## config.mk

```make
export PLATFORM = sky130hd
export DESIGN_NAME = op_scheduler_flat
export DESIGN_NICKNAME = d
export VERILOG_FILES = /design/src/rtl/op_scheduler_pkg.sv /design/src/rtl/op_scheduler_if.sv /design/src/rtl/op_scheduler_fifo.sv /design/src/rtl/op_scheduler.sv /design/src/flat_wrapper.sv
export SDC_FILE = /design/constraint.sdc
export NUM_CORES = 1
export LEC_CHECK = 0
export CAP_MARGIN = 20
export CORE_ASPECT_RATIO = 1.2
export CORE_MARGIN = 1.5
export CORE_UTILIZATION = 48
export DETAILED_ROUTE_END_ITERATION = 10
export PLACE_DENSITY = 0.82
export SLEW_MARGIN = 20
export SYNTH_ARGS = -nofsm -noshare
export SYNTH_HDL_FRONTEND = slang
export SYNTH_SLANG_ARGS = --single-unit
```

## constraint.sdc

```tcl
create_clock -name clk -period 2.8 [get_ports clk]
set_input_delay 0.56 -clock clk [delete_from_list [all_inputs] [get_ports clk]]
set_output_delay 0.56 -clock clk [all_outputs]
set_load 0.1 [all_outputs]
```

## src/rtl/op_scheduler_pkg.sv

```systemverilog
// Shared types for the ALU command path: opcode/select widths, scheduler states
// and the opcode-to-function-select decode.
package alu_pkg;

   typedef logic [2:0] opcode_t;
   typedef logic [3:0] select_t;

   typedef enum logic [1:0] {IDLE, ISSUE, WAIT, RESP} state_t;

   function automatic select_t decode_sel(input opcode_t op);
      select_t sel;
      sel[3] = ~op[2] & ~op[1];
      sel[2] = ~op[0];
      sel[1] = op[1] & op[0];
      sel[0] = op[2] & op[0];
      return sel;
   endfunction

endpackage

```

## src/rtl/op_scheduler_if.sv

```systemverilog
// Command, ALU-issue and response signals of the op scheduler, bundled.
// master = scheduler side, slave = command source / ALU / response consumer side.
interface op_scheduler_if #(
   parameter int DATA_W = 8
);
   import alu_pkg::*;

   logic              cmd_valid;
   logic              cmd_ready;
   opcode_t           cmd_op;
   logic [DATA_W-1:0] cmd_a;
   logic [DATA_W-1:0] cmd_b;

   logic              alu_start;
   opcode_t           alu_op;
   select_t           alu_sel;
   logic [DATA_W-1:0] alu_a;
   logic [DATA_W-1:0] alu_b;
   logic              alu_done;
   logic [DATA_W-1:0] alu_result;

   logic              res_valid;
   logic              res_ready;
   logic [DATA_W-1:0] res_data;
   logic              res_err;

   modport master (
      input  cmd_valid, cmd_op, cmd_a, cmd_b, alu_done, alu_result, res_ready,
      output cmd_ready, alu_start, alu_op, alu_sel, alu_a, alu_b,
             res_valid, res_data, res_err
   );

   modport slave (
      output cmd_valid, cmd_op, cmd_a, cmd_b, alu_done, alu_result, res_ready,
      input  cmd_ready, alu_start, alu_op, alu_sel, alu_a, alu_b,
             res_valid, res_data, res_err
   );

endinterface

```

## src/rtl/op_scheduler_fifo.sv

```systemverilog
// Synchronous command FIFO; push is refused while full even if a pop happens
// in the same cycle, so full/ready depend on registered state only.
module op_fifo #(
   parameter int DEPTH = 4,
   parameter int W     = 19
) (
   input  logic                   clk,
   input  logic                   rst,
   input  logic                   push,
   input  logic                   pop,
   input  logic [W-1:0]           din,
   output logic [W-1:0]           dout,
   output logic                   full,
   output logic                   empty,
   output logic [$clog2(DEPTH):0] count
);
   localparam int AW = $clog2(DEPTH);

   logic [W-1:0]  mem [DEPTH];
   logic [AW-1:0] wr_ptr;
   logic [AW-1:0] rd_ptr;
   logic          do_push;
   logic          do_pop;

   assign full    = (count == (AW+1)'(DEPTH));
   assign empty   = (count == '0);
   assign do_push = push & ~full;
   assign do_pop  = pop & ~empty;
   assign dout    = mem[rd_ptr];

   always_ff @(posedge clk) begin
      if (rst) begin
         wr_ptr <= '0;
         rd_ptr <= '0;
         count  <= '0;
      end else begin
         if (do_push) wr_ptr <= wr_ptr + 1'b1;
         if (do_pop)  rd_ptr <= rd_ptr + 1'b1;
         unique case ({do_push, do_pop})
            2'b10:   count <= count + 1'b1;
            2'b01:   count <= count - 1'b1;
            default: count <= count;
         endcase
      end
   end

   always_ff @(posedge clk) begin
      if (do_push) mem[wr_ptr] <= din;
   end

endmodule

```

## src/rtl/op_scheduler.sv

```systemverilog
// Issues buffered ALU commands one at a time, waits for done or timeout and
// returns each result through a valid/ready response port.
module op_scheduler
   import alu_pkg::*;
#(
   parameter int DEPTH   = 4,
   parameter int DATA_W  = 8,
   parameter int TIMEOUT = 15
) (
   input  logic                   clk,
   input  logic                   rst,
   op_scheduler_if.master         bus,
   output logic                   busy,
   output logic [$clog2(DEPTH):0] count
);
   localparam int         ENTRY_W  = 3 + 2*DATA_W;
   localparam logic [7:0] TMO_LAST = 8'(TIMEOUT - 1);

   state_t             state;
   state_t             state_n;
   logic               fifo_pop;
   logic               fifo_full;
   logic               fifo_empty;
   logic [ENTRY_W-1:0] head;
   opcode_t            head_op;
   logic [DATA_W-1:0]  head_a;
   logic [DATA_W-1:0]  head_b;
   logic [7:0]         wait_cnt;
   logic               tmo;

   opcode_t            op_p0;
   select_t            sel_p0;
   logic [DATA_W-1:0]  a_p0;
   logic [DATA_W-1:0]  b_p0;
   logic [DATA_W-1:0]  res_data_p1;
   logic               res_err_p1;

   assign {head_op, head_a, head_b} = head;
   assign tmo = (wait_cnt == TMO_LAST);

   op_fifo #(.DEPTH(DEPTH), .W(ENTRY_W)) u_fifo (
      .clk   (clk),
      .rst   (rst),
      .push  (bus.cmd_valid),
      .pop   (fifo_pop),
      .din   ({bus.cmd_op, bus.cmd_a, bus.cmd_b}),
      .dout  (head),
      .full  (fifo_full),
      .empty (fifo_empty),
      .count (count)
   );

   always_ff @(posedge clk) begin
      if (rst) state <= IDLE;
      else     state <= state_n;
   end

   // Next state and pop; a RESP handshake with work queued goes straight to ISSUE.
   always_comb begin
      state_n  = state;
      fifo_pop = 1'b0;
      unique case (state)
         IDLE: begin
            if (!fifo_empty) begin
               fifo_pop = 1'b1;
               state_n  = ISSUE;
            end
         end
         ISSUE: state_n = WAIT;
         WAIT: begin
            if (bus.alu_done || tmo) state_n = RESP;
         end
         RESP: begin
            if (bus.res_ready) begin
               if (!fifo_empty) begin
                  fifo_pop = 1'b1;
                  state_n  = ISSUE;
               end else begin
                  state_n  = IDLE;
               end
            end
         end
         default: state_n = IDLE;
      endcase
   end

   // Issue stage: registered command, held from one pop to the next
   always_ff @(posedge clk) begin
      if (rst) begin
         op_p0  <= '0;
         sel_p0 <= '0;
         a_p0   <= '0;
         b_p0   <= '0;
      end else if (fifo_pop) begin
         op_p0  <= head_op;
         sel_p0 <= decode_sel(head_op);
         a_p0   <= head_a;
         b_p0   <= head_b;
      end
   end

   // Response stage: done is only observed in WAIT, so late strobes never land here
   always_ff @(posedge clk) begin
      if (rst) begin
         wait_cnt    <= '0;
         res_data_p1 <= '0;
         res_err_p1  <= 1'b0;
      end else begin
         if (state == ISSUE)     wait_cnt <= '0;
         else if (state == WAIT) wait_cnt <= wait_cnt + 8'd1;
         if (state == WAIT) begin
            if (bus.alu_done) begin
               res_data_p1 <= bus.alu_result;
               res_err_p1  <= 1'b0;
            end else if (tmo) begin
               res_data_p1 <= '0;
               res_err_p1  <= 1'b1;
            end
         end
      end
   end

   assign bus.cmd_ready = ~fifo_full;
   assign bus.alu_start = (state == ISSUE);
   assign bus.alu_op    = op_p0;
   assign bus.alu_sel   = sel_p0;
   assign bus.alu_a     = a_p0;
   assign bus.alu_b     = b_p0;
   assign bus.res_valid = (state == RESP);
   assign bus.res_data  = res_data_p1;
   assign bus.res_err   = res_err_p1;
   assign busy          = (state != IDLE);

endmodule

```

## src/flat_wrapper.sv

```systemverilog
// flat-port wrapper written by rule: the top's interface ports become plain ports
module op_scheduler_flat import alu_pkg::*;
#(
   parameter int DEPTH   = 4,
   parameter int DATA_W  = 8,
   parameter int TIMEOUT = 15
)
  (clk, rst, busy, count, bus_cmd_valid, bus_cmd_op, bus_cmd_a, bus_cmd_b, bus_alu_done, bus_alu_result, bus_res_ready, bus_cmd_ready, bus_alu_start, bus_alu_op, bus_alu_sel, bus_alu_a, bus_alu_b, bus_res_valid, bus_res_data, bus_res_err);
  op_scheduler_if #(.DATA_W(DATA_W)) bus_i ();
  input  logic clk;
  input  logic rst;
  output logic busy;
  output logic [$clog2(DEPTH):0] count;
  input wire logic [$bits(bus_i.cmd_valid)-1:0] bus_cmd_valid;
  input wire logic [$bits(bus_i.cmd_op)-1:0] bus_cmd_op;
  input wire logic [$bits(bus_i.cmd_a)-1:0] bus_cmd_a;
  input wire logic [$bits(bus_i.cmd_b)-1:0] bus_cmd_b;
  input wire logic [$bits(bus_i.alu_done)-1:0] bus_alu_done;
  input wire logic [$bits(bus_i.alu_result)-1:0] bus_alu_result;
  input wire logic [$bits(bus_i.res_ready)-1:0] bus_res_ready;
  output wire logic [$bits(bus_i.cmd_ready)-1:0] bus_cmd_ready;
  output wire logic [$bits(bus_i.alu_start)-1:0] bus_alu_start;
  output wire logic [$bits(bus_i.alu_op)-1:0] bus_alu_op;
  output wire logic [$bits(bus_i.alu_sel)-1:0] bus_alu_sel;
  output wire logic [$bits(bus_i.alu_a)-1:0] bus_alu_a;
  output wire logic [$bits(bus_i.alu_b)-1:0] bus_alu_b;
  output wire logic [$bits(bus_i.res_valid)-1:0] bus_res_valid;
  output wire logic [$bits(bus_i.res_data)-1:0] bus_res_data;
  output wire logic [$bits(bus_i.res_err)-1:0] bus_res_err;
  assign bus_i.cmd_valid = bus_cmd_valid;
  assign bus_i.cmd_op = bus_cmd_op;
  assign bus_i.cmd_a = bus_cmd_a;
  assign bus_i.cmd_b = bus_cmd_b;
  assign bus_i.alu_done = bus_alu_done;
  assign bus_i.alu_result = bus_alu_result;
  assign bus_i.res_ready = bus_res_ready;
  assign bus_cmd_ready = bus_i.cmd_ready;
  assign bus_alu_start = bus_i.alu_start;
  assign bus_alu_op = bus_i.alu_op;
  assign bus_alu_sel = bus_i.alu_sel;
  assign bus_alu_a = bus_i.alu_a;
  assign bus_alu_b = bus_i.alu_b;
  assign bus_res_valid = bus_i.res_valid;
  assign bus_res_data = bus_i.res_data;
  assign bus_res_err = bus_i.res_err;
  op_scheduler #(.DEPTH(DEPTH), .DATA_W(DATA_W), .TIMEOUT(TIMEOUT)) u_core (.clk(clk), .rst(rst), .bus(bus_i), .busy(busy), .count(count));
endmodule
```

-- Yosys cells after proc, flatten, opt, wreduce, memory -nomap -nowiden
Memory sizes are Yosys's and may differ from the RTL's. A register that Yosys moved wholly into a read port is not among the register bits.
Index checks and enable logic that the tools add are counted.
- flip-flop bits (word level): 49
- RAM bits: 76
- input port bits: 32
- word-level logic and storage cells: 63
- memories kept: 1
- memory list (memory ; words ; width ; rd ports ; clocked after Yosys merged registers in ; wr ports ; line ; text):
    u_core.u_fifo.mem ; 4 ; 19 ; 1 ; 1 ; 1 ; op_scheduler_fifo.sv:19 ; logic [W-1:0] mem [DEPTH];
- add/sub/neg operators: 5
- eq/ne operators: 10
- mux-type cells: 17
- bitwise logic cells: 10
- reduce and logical (&&, ||, !) cells: 9
- operator list (operator ; count):
    8-bit two-way mux ; 2
    2-bit two-way mux ; 5
    8-bit by 1-bit adder with 8-bit output, second input constant ; 1
    8-bit by 4-bit equality test with 1-bit output, second input constant ; 1
    2-bit one-hot mux with 4 select lines ; 1
    1-bit two-way mux ; 7
    2-bit equality test, second input constant ; 3
    3-bit one-hot mux with 2 select lines ; 1
    2-bit nonzero test ; 3
    1-bit bitwise AND ; 5
    1-bit inverter ; 5
    2-bit by 1-bit adder with 2-bit output, second input constant ; 2
    2-bit by 1-bit equality test with 1-bit output, second input constant ; 2
    2-bit inequality test, second input constant ; 2
    3-bit by 1-bit adder with 3-bit output, second input constant ; 1
    3-bit equality test, second input constant ; 1
    3-bit logical NOT ; 1
    3-bit AND reduction ; 1
    3-bit by 1-bit subtractor with 3-bit output, second input constant ; 1
    2-bit logical NOT ; 1
    2-bit by 1-bit inequality test with 1-bit output, second input constant ; 1
    1-bit one-hot mux with 2 select lines ; 1
    2-bit AND reduction ; 1
    2-bit OR reduction ; 1
    1-bit logical OR ; 1

-- Logic depth before layout (Yosys ltp)
Gate-level depths: netlist of the first run.
- depth in word-level cells: 7
- depth in mapped cells: 13
- gate-level depth less buffers: 11

-- By module
Synthesis of the first run repeated with hierarchy kept, for this count alone.
- cell total of the unflattened synthesis: 342
- area total of the unflattened synthesis: 4923.5 µm²
- modules (own cells, without submodules) (module ; instances ; cells an instance ; area each (µm²) ; seq. area each (µm²)):
    op_fifo ; 1 ; 153 ; 3260.6 ; 2462.4
    op_scheduler ; 1 ; 189 ; 1662.8 ; 840.8

-- Worst setup path before layout of the first run
No wires, ideal clock.
- kind: register -> register
- start: reg u_core.u_fifo.count[2]
- end: reg u_core.u_fifo.count[2]
- library setup time: 0.070 ns
- arrival time: 3.433 ns
- required time: 2.730 ns
- setup slack: -0.703 ns
- stages on the path, launching flop included: 10
- cells stage by stage: dfxtp_1 > or3b_1 > and2_1 > inv_1 > ha_1 > inv_1 > fa_1 > xor2_1 > or3_1 > a21oi_1
- elaborated cells between the ends (all ways): 15
- classes of those cells: add/sub (2); eq/ne (3); mux (4); bitwise (4); reduce/logical (2)
- RTL lines (item ; line ; text):
    start: declaration ; op_scheduler_fifo.sv:15 ; output logic [$clog2(DEPTH):0] count
    start signal: assignment ; op_scheduler_fifo.sv:40 ; 2'b10: count <= count + 1'b1;
    start signal: assignment ; op_scheduler_fifo.sv:41 ; 2'b01: count <= count - 1'b1;
    start signal: assignment ; op_scheduler_fifo.sv:42 ; default: count <= count;
    3-bit equality test (*) ; op_scheduler_fifo.sv:25 ; assign full = (count == (AW+1)'(DEPTH));
    1-bit inverter (*) ; -- ;
    net bus_cmd_ready ; flat_wrapper.sv:21 ; output wire logic [$bits(bus_i.cmd_ready)-1:0] bus_cmd_ready;
    1-bit bitwise AND (*) ; op_scheduler_fifo.sv:27 ; assign do_push = push & ~full;
    2-bit by 1-bit equality test with 1-bit output or 2-bit equality test (tied branches) ; op_scheduler_fifo.sv:39 ; unique case ({do_push, do_pop})
    3-bit one-hot mux with 2 select lines or 2-bit nonzero test (tied branches) ; -- ;
Mark *: on every way through the listed nets, which the timed path passes. The rest lies on a longest branch.
A chain may end at the register's enable or synchronous reset.

-- Worst setup path in the final report of the first run
- start: reg u_core.state[0]
- end: reg u_core.u_fifo.count[2]
- longest elaborated chain between the ends: 5
- elaborated cells between the ends (all ways): 8
- classes of those cells: eq/ne (3); mux (2); bitwise (1); reduce/logical (2)
- RTL lines (item ; line ; text):
    start: declaration ; op_scheduler.sv:19 ; state_t state;
    start signal: assignment ; op_scheduler.sv:55 ; else state <= state_n;
    2-bit equality test or 2-bit logical NOT (tied branches) ; op_scheduler.sv:62 ; unique case (state)
    1-bit one-hot mux with 2 select lines (*) ; op_scheduler.sv:62 ;
    1-bit bitwise AND (*) ; op_scheduler_fifo.sv:28 ; assign do_pop = pop & ~empty;
    2-bit by 1-bit equality test with 1-bit output or 2-bit equality test (tied branches) ; op_scheduler_fifo.sv:39 ;
    3-bit one-hot mux with 2 select lines or 2-bit nonzero test (tied branches) ; -- ;
Every way passes the cells marked *; elsewhere a longest branch is shown, timed or not.

==> metrics.cfg, run 1 <==
[status]
status=completed

[global_route]
top_usage_layer=met2
grt_pass1_wl_um=14900
first_global_vias=3087
met1_usage_pct=20.0
grt_overflow_total=0
grtUsageMet2_pct=35.1
track_usage_pct=19.2
antenna_found_initial=0
grt_max_degree=37
grtUsageMet3_pct=6.52

[critical_path]
slowest_delay_ns=0.42
end_kind=flop
crit_type=flop to flop
cp_top_family=adder cells
crit_required_ns=3.12
crit_chain=inv_1 > ha_1 > or3_1 > inv_2 > ha_1 > inv_1 > fa_1 > xor2_1 > or3_1 > a21oi_1
r2r_slack_ns=0.16
cp-start-kind=flop
cp.arrival_ns=2.96
cp_max_fo=5
regToRegStartpoint=u_core.state[0]
worstSetupStartpoint=u_core.state[0]
cp.buffers_inverters=3
cp_slowest_cell=or3_1

[synthesis]
avgSynthCellArea_sq_um=14.4
seq_area_frac_synth_pct=68.4
netlist_instances=335
syn_nets=380
muxShareOfSynthArea_pct=8.86
synthAdderAreaFrac_pct=3.52
netlist_area_sq_um=4830
synthesis.yosys.warnings=0
synth_xor_area_share_pct=1.63
yosys.area_share.simple_pct=8.01
synth_top_family_by_area=multiplexers
synth-compound-area-share_pct=6.94
synth_cell_type_count=37
synth-seq-cells=127

[clocking]
clk_pin_slew_ns=0.05
cts-root-buf=clkbuf_16
clk_latency_ns=0.41
cts_setup_buffers=0
clk_path_buf_depth=2
cts_resized=0
htreeDepth=4
cts-buffers-inserted=17
cts_tree=yes
clock_sinks=127
hold_buffers=0

[sta]
slew-limit-headroom_pct=57.8
fin_skew_ns=0.0104
clock.fmax_mhz=379
period_needed_ns=2.64
fin_crit_sh_pct=94.2
worst_pin_slew_ns=0.633
rsz0062_at_grt=no
hold_viol=0
layout_setup_ws_ns=0.162
fin_tns_setup_ns=0
setup_viol=0
drv_slew=0

[placement]
place_congestion=0.711
port_buffers=70
dp_slack_ns=-0.0572
dp_cells=524
post-dp-hpwl_um=6070

[finish]
final_nets=465
final_common_cell=edfxtp_1
drive_gt1_share_pct=24.0
num-fill-cells=701
final_cell_mix=76 x edfxtp_1, 50 x buf_4, 47 x dfxtp_1
antennaDiodeCount=0
syn_to_final_growth_pct=28.7
instances_no_fill=556

[min_path]
hold_path.startpoint=u_core.bus.alu_op[1]
min_path_type=flop to flop

[route]
ant_nets=0
num_vias=3014
firstDrtPassIters=4
vias_per_cell=5.42
totalWireLength_um=9500
wl_per_cell_um=17.1
dr.first_iter.drc_count=205
drc=0

[floorplan]
die_x_um=94.6
num_io_pins=71
num_rows=39
die_y_um=113
coreArea_sq_um=9660
fp.dieArea_sq_um=10700
initial_core_util_pct=50.0

[job]
drv_cap=0

[pwr]
p_leak_uw=0.00228
peakVddDrop_mv=0.639
p_per_area_nw_per_um2=1220

## cell type report
type | count | area [sq um] | area share, %
Clock buffer | 28 | 549 | 8.84
Tap cell | 123 | 154 | 2.48
Inverter | 14 | 52.6 | 0.846
Sequential cell | 127 | 3310 | 53.3
Clock inverter | 4 | 47.5 | 0.765
Multi-Input combinational cell | 179 | 1410 | 22.8
Timing Repair Buffer | 81 | 686 | 11.0
## layer usage
layer	wire length [um]	vias to the layer above
met4	126	0
met5	0	-
met3	537	14
li1	-	1407
met2	5260	82
met1	3580	1511
## kinds of logic (layout without fill, tap and decap cells)
group / after synthesis / in the layout
adder cells (fa/ha/maj): 13 / 13
flip-flops: 127 / 127
AND/OR/NAND/NOR: 84 / 84
buffers and inverters: 29 / 127
multiplexers: 19 / 19
XOR/XNOR: 9 / 9
AO/OA/AOI/OAI: 54 / 54
## sequential cells by signal, summed over array words and instances (netlist names), named ones only
signal                flops
u_core.bus.alu_op         3
u_core.u_fifo.count       3
u_core.bus.alu_b          8
u_core.bus.alu_sel        4
u_core.bus.res_err        1
u_core.state              2
u_core.u_fifo.wr_ptr      2
u_core.wait_cnt           8
u_core.bus.res_data       8
u_core.bus.alu_a          8
u_core.u_fifo.rd_ptr      2
u_core.u_fifo.mem        76
## metrics by stage
| stage | cell area [sq um] | util (%) | power, uW | hold slack [ns] |
|---|---|---|---|---|
| 6_report | 6210 | 64.3 | 7610 | 0.457 |
| 5_1_grt | 6210 | 64.3 | 7930 | 0.478 |
| 4_1_cts | 6210 | 64.3 | 7670 | 0.461 |
| 3_5_place_dp | 5620 | 58.1 | 5500 | 0.453 |
| 3_3_place_gp | 5620 | 58.1 | 5430 | 0.445 |
| 2_1_floorplan | 4850 | - | 4840 | 0.458 |
## worst register-to-register path, cell delays in order, from the launching register on
cell	delay, ns
dfxtp_1	0.41
inv_1	0.14
ha_1	0.32
or3_1	0.42
inv_2	0.08
ha_1	0.17
inv_1	0.06
fa_1	0.37
xor2_1	0.16
or3_1	0.30
a21oi_1	0.15
## Yosys cell counts
| cell | number | area share, % |
|---|---|---|
| a2111o_1 | 2 | 0.47 |
| a211oi_1 | 2 | 0.31 |
| a21o_1 | 1 | 0.16 |
| a21oi_1 | 30 | 3.1 |
| a22o_1 | 9 | 1.6 |
| a31oi_1 | 1 | 0.13 |
| and2_1 | 1 | 0.13 |
| and3_1 | 5 | 0.65 |
| and4b_1 | 1 | 0.21 |
| buf_1 | 2 | 0.16 |
| buf_2 | 4 | 0.41 |
| buf_4 | 1 | 0.16 |
| buf_6 | 1 | 0.23 |
| clkbuf_1 | 6 | 0.47 |
| clkbuf_2 | 1 | 0.10 |
| dfxtp_1 | 51 | 21 |
| edfxtp_1 | 76 | 47 |
| fa_1 | 1 | 0.41 |
| ha_1 | 12 | 3.1 |
| inv_1 | 13 | 1.0 |
| inv_2 | 1 | 0.078 |
| mux4_2 | 19 | 8.9 |
| nand2_1 | 45 | 3.5 |
| nand2b_1 | 1 | 0.13 |
| nand3b_1 | 2 | 0.31 |
| nand4_1 | 3 | 0.39 |
| nor2_1 | 14 | 1.1 |
| nor3_1 | 2 | 0.21 |
| nor3b_1 | 2 | 0.31 |
| o21ai_0 | 6 | 0.62 |
| o311a_1 | 1 | 0.21 |
| o31ai_1 | 2 | 0.31 |
| or2_2 | 1 | 0.13 |
| or3_1 | 6 | 0.78 |
| or3b_1 | 1 | 0.18 |
| xnor2_1 | 3 | 0.54 |
| xor2_1 | 6 | 1.1 |
## where the power goes
| group | switching (uW) | internal, uW | total [uW] |
|---|---|---|---|
| Combinational | 2160 | 769 | 2930 |
| Sequential | 194 | 2340 | 2530 |
| Clock | 721 | 1420 | 2140 |
## path summary, 6_finish.rpt
check	endpoint	depth (start not counted)
worst max-delay path	u_core.u_fifo.count[2]	10
worst max register to register	u_core.u_fifo.count[2]	10
worst min register to register	u_core.bus.alu_op[1]	2
worst min-delay path	u_core.bus.alu_op[1]	2
No activity file was read; power rests on OpenSTA's default activity.
==> inputs of run 2 (changes only) <==
CORE_ASPECT_RATIO = 0.6   (was 1.2)
==> metrics.cfg, run 2 (synthesis gave the netlist of run 1 again) <==
[status]
status=completed

[pwr]
p_leak_uw=0.00230
internal_power_uw=4680
peakVddDrop_mv=0.789
power.share.combinational_pct=37.3
p_per_area_nw_per_um2=1250
swShare_pct=40.3
netSwitchingPower_uw=3150
clockPowerShare_pct=30.4
p_seq_share_pct=32.3
total_power_uw=7840

[sta]
hold_viol=0
rsz0062_at_grt=no
clock.fmax_mhz=384
fin_crit_sh_pct=93.1
period_needed_ns=2.61
drv_slew=0
setup_viol=0
fin_skew_ns=0.0124
worst_pin_slew_ns=0.608
slew-limit-headroom_pct=59.5

[critical_path]
cp.buffers_inverters=3
cp.arrival_ns=2.93
regToRegStartpoint=u_core.state[0]
r2r_slack_ns=0.19
r2r_end=u_core.u_fifo.count[2]
crit_required_ns=3.13
cp_top_family=adder cells
crit_path_end=u_core.u_fifo.count[2]
crit_chain=inv_1 > ha_1 > or3_1 > inv_2 > ha_1 > inv_1 > fa_1 > xor2_1 > or3_1 > a21oi_1
slowest_delay_ns=0.42
cp_slowest_cell=or3_1
r2r.worst_path.cells=10
cp_max_fo=5
crit_type=flop to flop
worstSetupStartpoint=u_core.state[0]
cp.depth=10
end_kind=flop
cp-start-kind=flop

[route]
vias_per_cell=5.25
dr_wl_met3_um=677
dr.first_iter.drc_count=175
dr.max_layer_used=met5
totalWireLength_um=9560
wl_per_cell_um=16.9
firstDrtPassIters=4
wl_met1_um=4450
drc=0
num_vias=2979
wl_met2_um=4350
ant_nets=0

[placement]
place_area_sq_um=5620
post-dp-hpwl_um=6010
place_congestion=0.814
port_buffers=70

[finish]
final_cell_mix=76 x edfxtp_1, 49 x buf_4, 46 x dfxtp_1
syn_to_final_growth_pct=29.9
drive_gt1_share_pct=25.0
multiInputGateArea_sq_um=1410
final_nets=464
design_area_sq_um=6270
final_common_cell=edfxtp_1
num-fill-cells=703
largest_register_ffs=76
antennaDiodeCount=0
regArea_sq_um=3310
final_core_util_pct=63.9
largest_register=u_core.u_fifo.mem

[clocking]
cts-root-buf=clkbuf_16
clk_path_buf_depth=2
clk_pin_slew_ns=0.06
clock_sinks=127
hold_buffers=0
clk_latency_ns=0.42
cts_tree=yes
htreeDepth=4
cts-buffers-inserted=17

[global_route]
track_usage_pct=19.4
first_global_vias=2892
antenna_found_initial=1
grt_overflow_total=0
grt_max_degree=37
grt_pass1_wl_um=14900

[floorplan]
num_io_pins=71
initial_core_util_pct=49.2
die_x_um=132
coreArea_sq_um=9810
die_y_um=80.7
num_rows=28
fp.dieArea_sq_um=10700

[job]
drv_cap=0

[min_path]
min_path_type=flop to flop

-- run 2: cell count changes in the layout (fill, tap and decap cells not counted), sizes merged --
| cell | previous run | this run |
|---|---|---|
| clkbuf | 28 | 18 |
| bufinv | 1 | 5 |
| clkinv | 2 | 8 |
| buf | 50 | 49 |
-- run 2: tightest hold or removal path: stages, from the launching register on --
cell and delay, ns:
dfxtp_1 0.31, nand2_1 0.05, a21oi_1 0.05
-- run 2: worst min path at each step --
stage,startpoint,end,slack [ns],depth (start not counted)
2_1_floorplan,u_core.wait_cnt[7],u_core.wait_cnt[7],0.46,2
3_5_place_dp,u_core.bus.alu_b[0],u_core.bus.alu_b[0],0.45,2
3_3_place_gp,u_core.bus.alu_b[1],u_core.bus.alu_b[1],0.45,2
4_1_cts,u_core.bus.alu_op[1],u_core.bus.alu_op[1],0.47,2
6_report,u_core.bus.alu_b[4],u_core.bus.alu_b[4],0.46,2
5_1_grt,u_core.bus.alu_sel[3],u_core.bus.alu_sel[3],0.48,2
-- run 2: power groups by stage --
stage          sequential, uW  clock, uW  combinational, uW
6_report                 2530       2380               2930
5_1_grt                  2570       2500               3120
4_1_cts                  2530       2410               2960
3_5_place_dp             2570          0               2940
3_3_place_gp             2550          0               2890
2_1_floorplan            3650          0               1190
-- run 2: repair_timing --
item,in CTS,in global routing
gates resized for setup,0,1
setup buffers,0,0
setup endpoints to repair,0,1
-- run 2: through the flow --
stage	hold WS, ns	setup WS [ns]	cells	setup TNS (ns)
3_5_place_dp	0.452	-0.0661	535	-0.0661
2_1_floorplan	0.458	0.0287	335	0
5_1_grt	0.480	0.0724	567	0
4_1_cts	0.465	0.104	567	0
3_3_place_gp	0.446	0.0360	535	0
6_report	0.462	0.194	567	0
-- run 2: routing by layer --
metal  track usage [%]  up-vias
li1                  -     1409
met1              24.9     1464
met2              29.3       95
met3              7.70        9
met4              8.46        2
met5                 0        -
-- run 2: layout make-up --
| type | count | area share, % |
|---|---|---|
| clock buffer | 18 | 6.84 |
| clock inverter | 14 | 3.45 |
| inverter | 14 | 0.838 |
| multi-input combinational | 179 | 22.5 |
| sequential | 127 | 52.8 |
| tap | 135 | 2.69 |
| timing repair buffer | 80 | 10.8 |
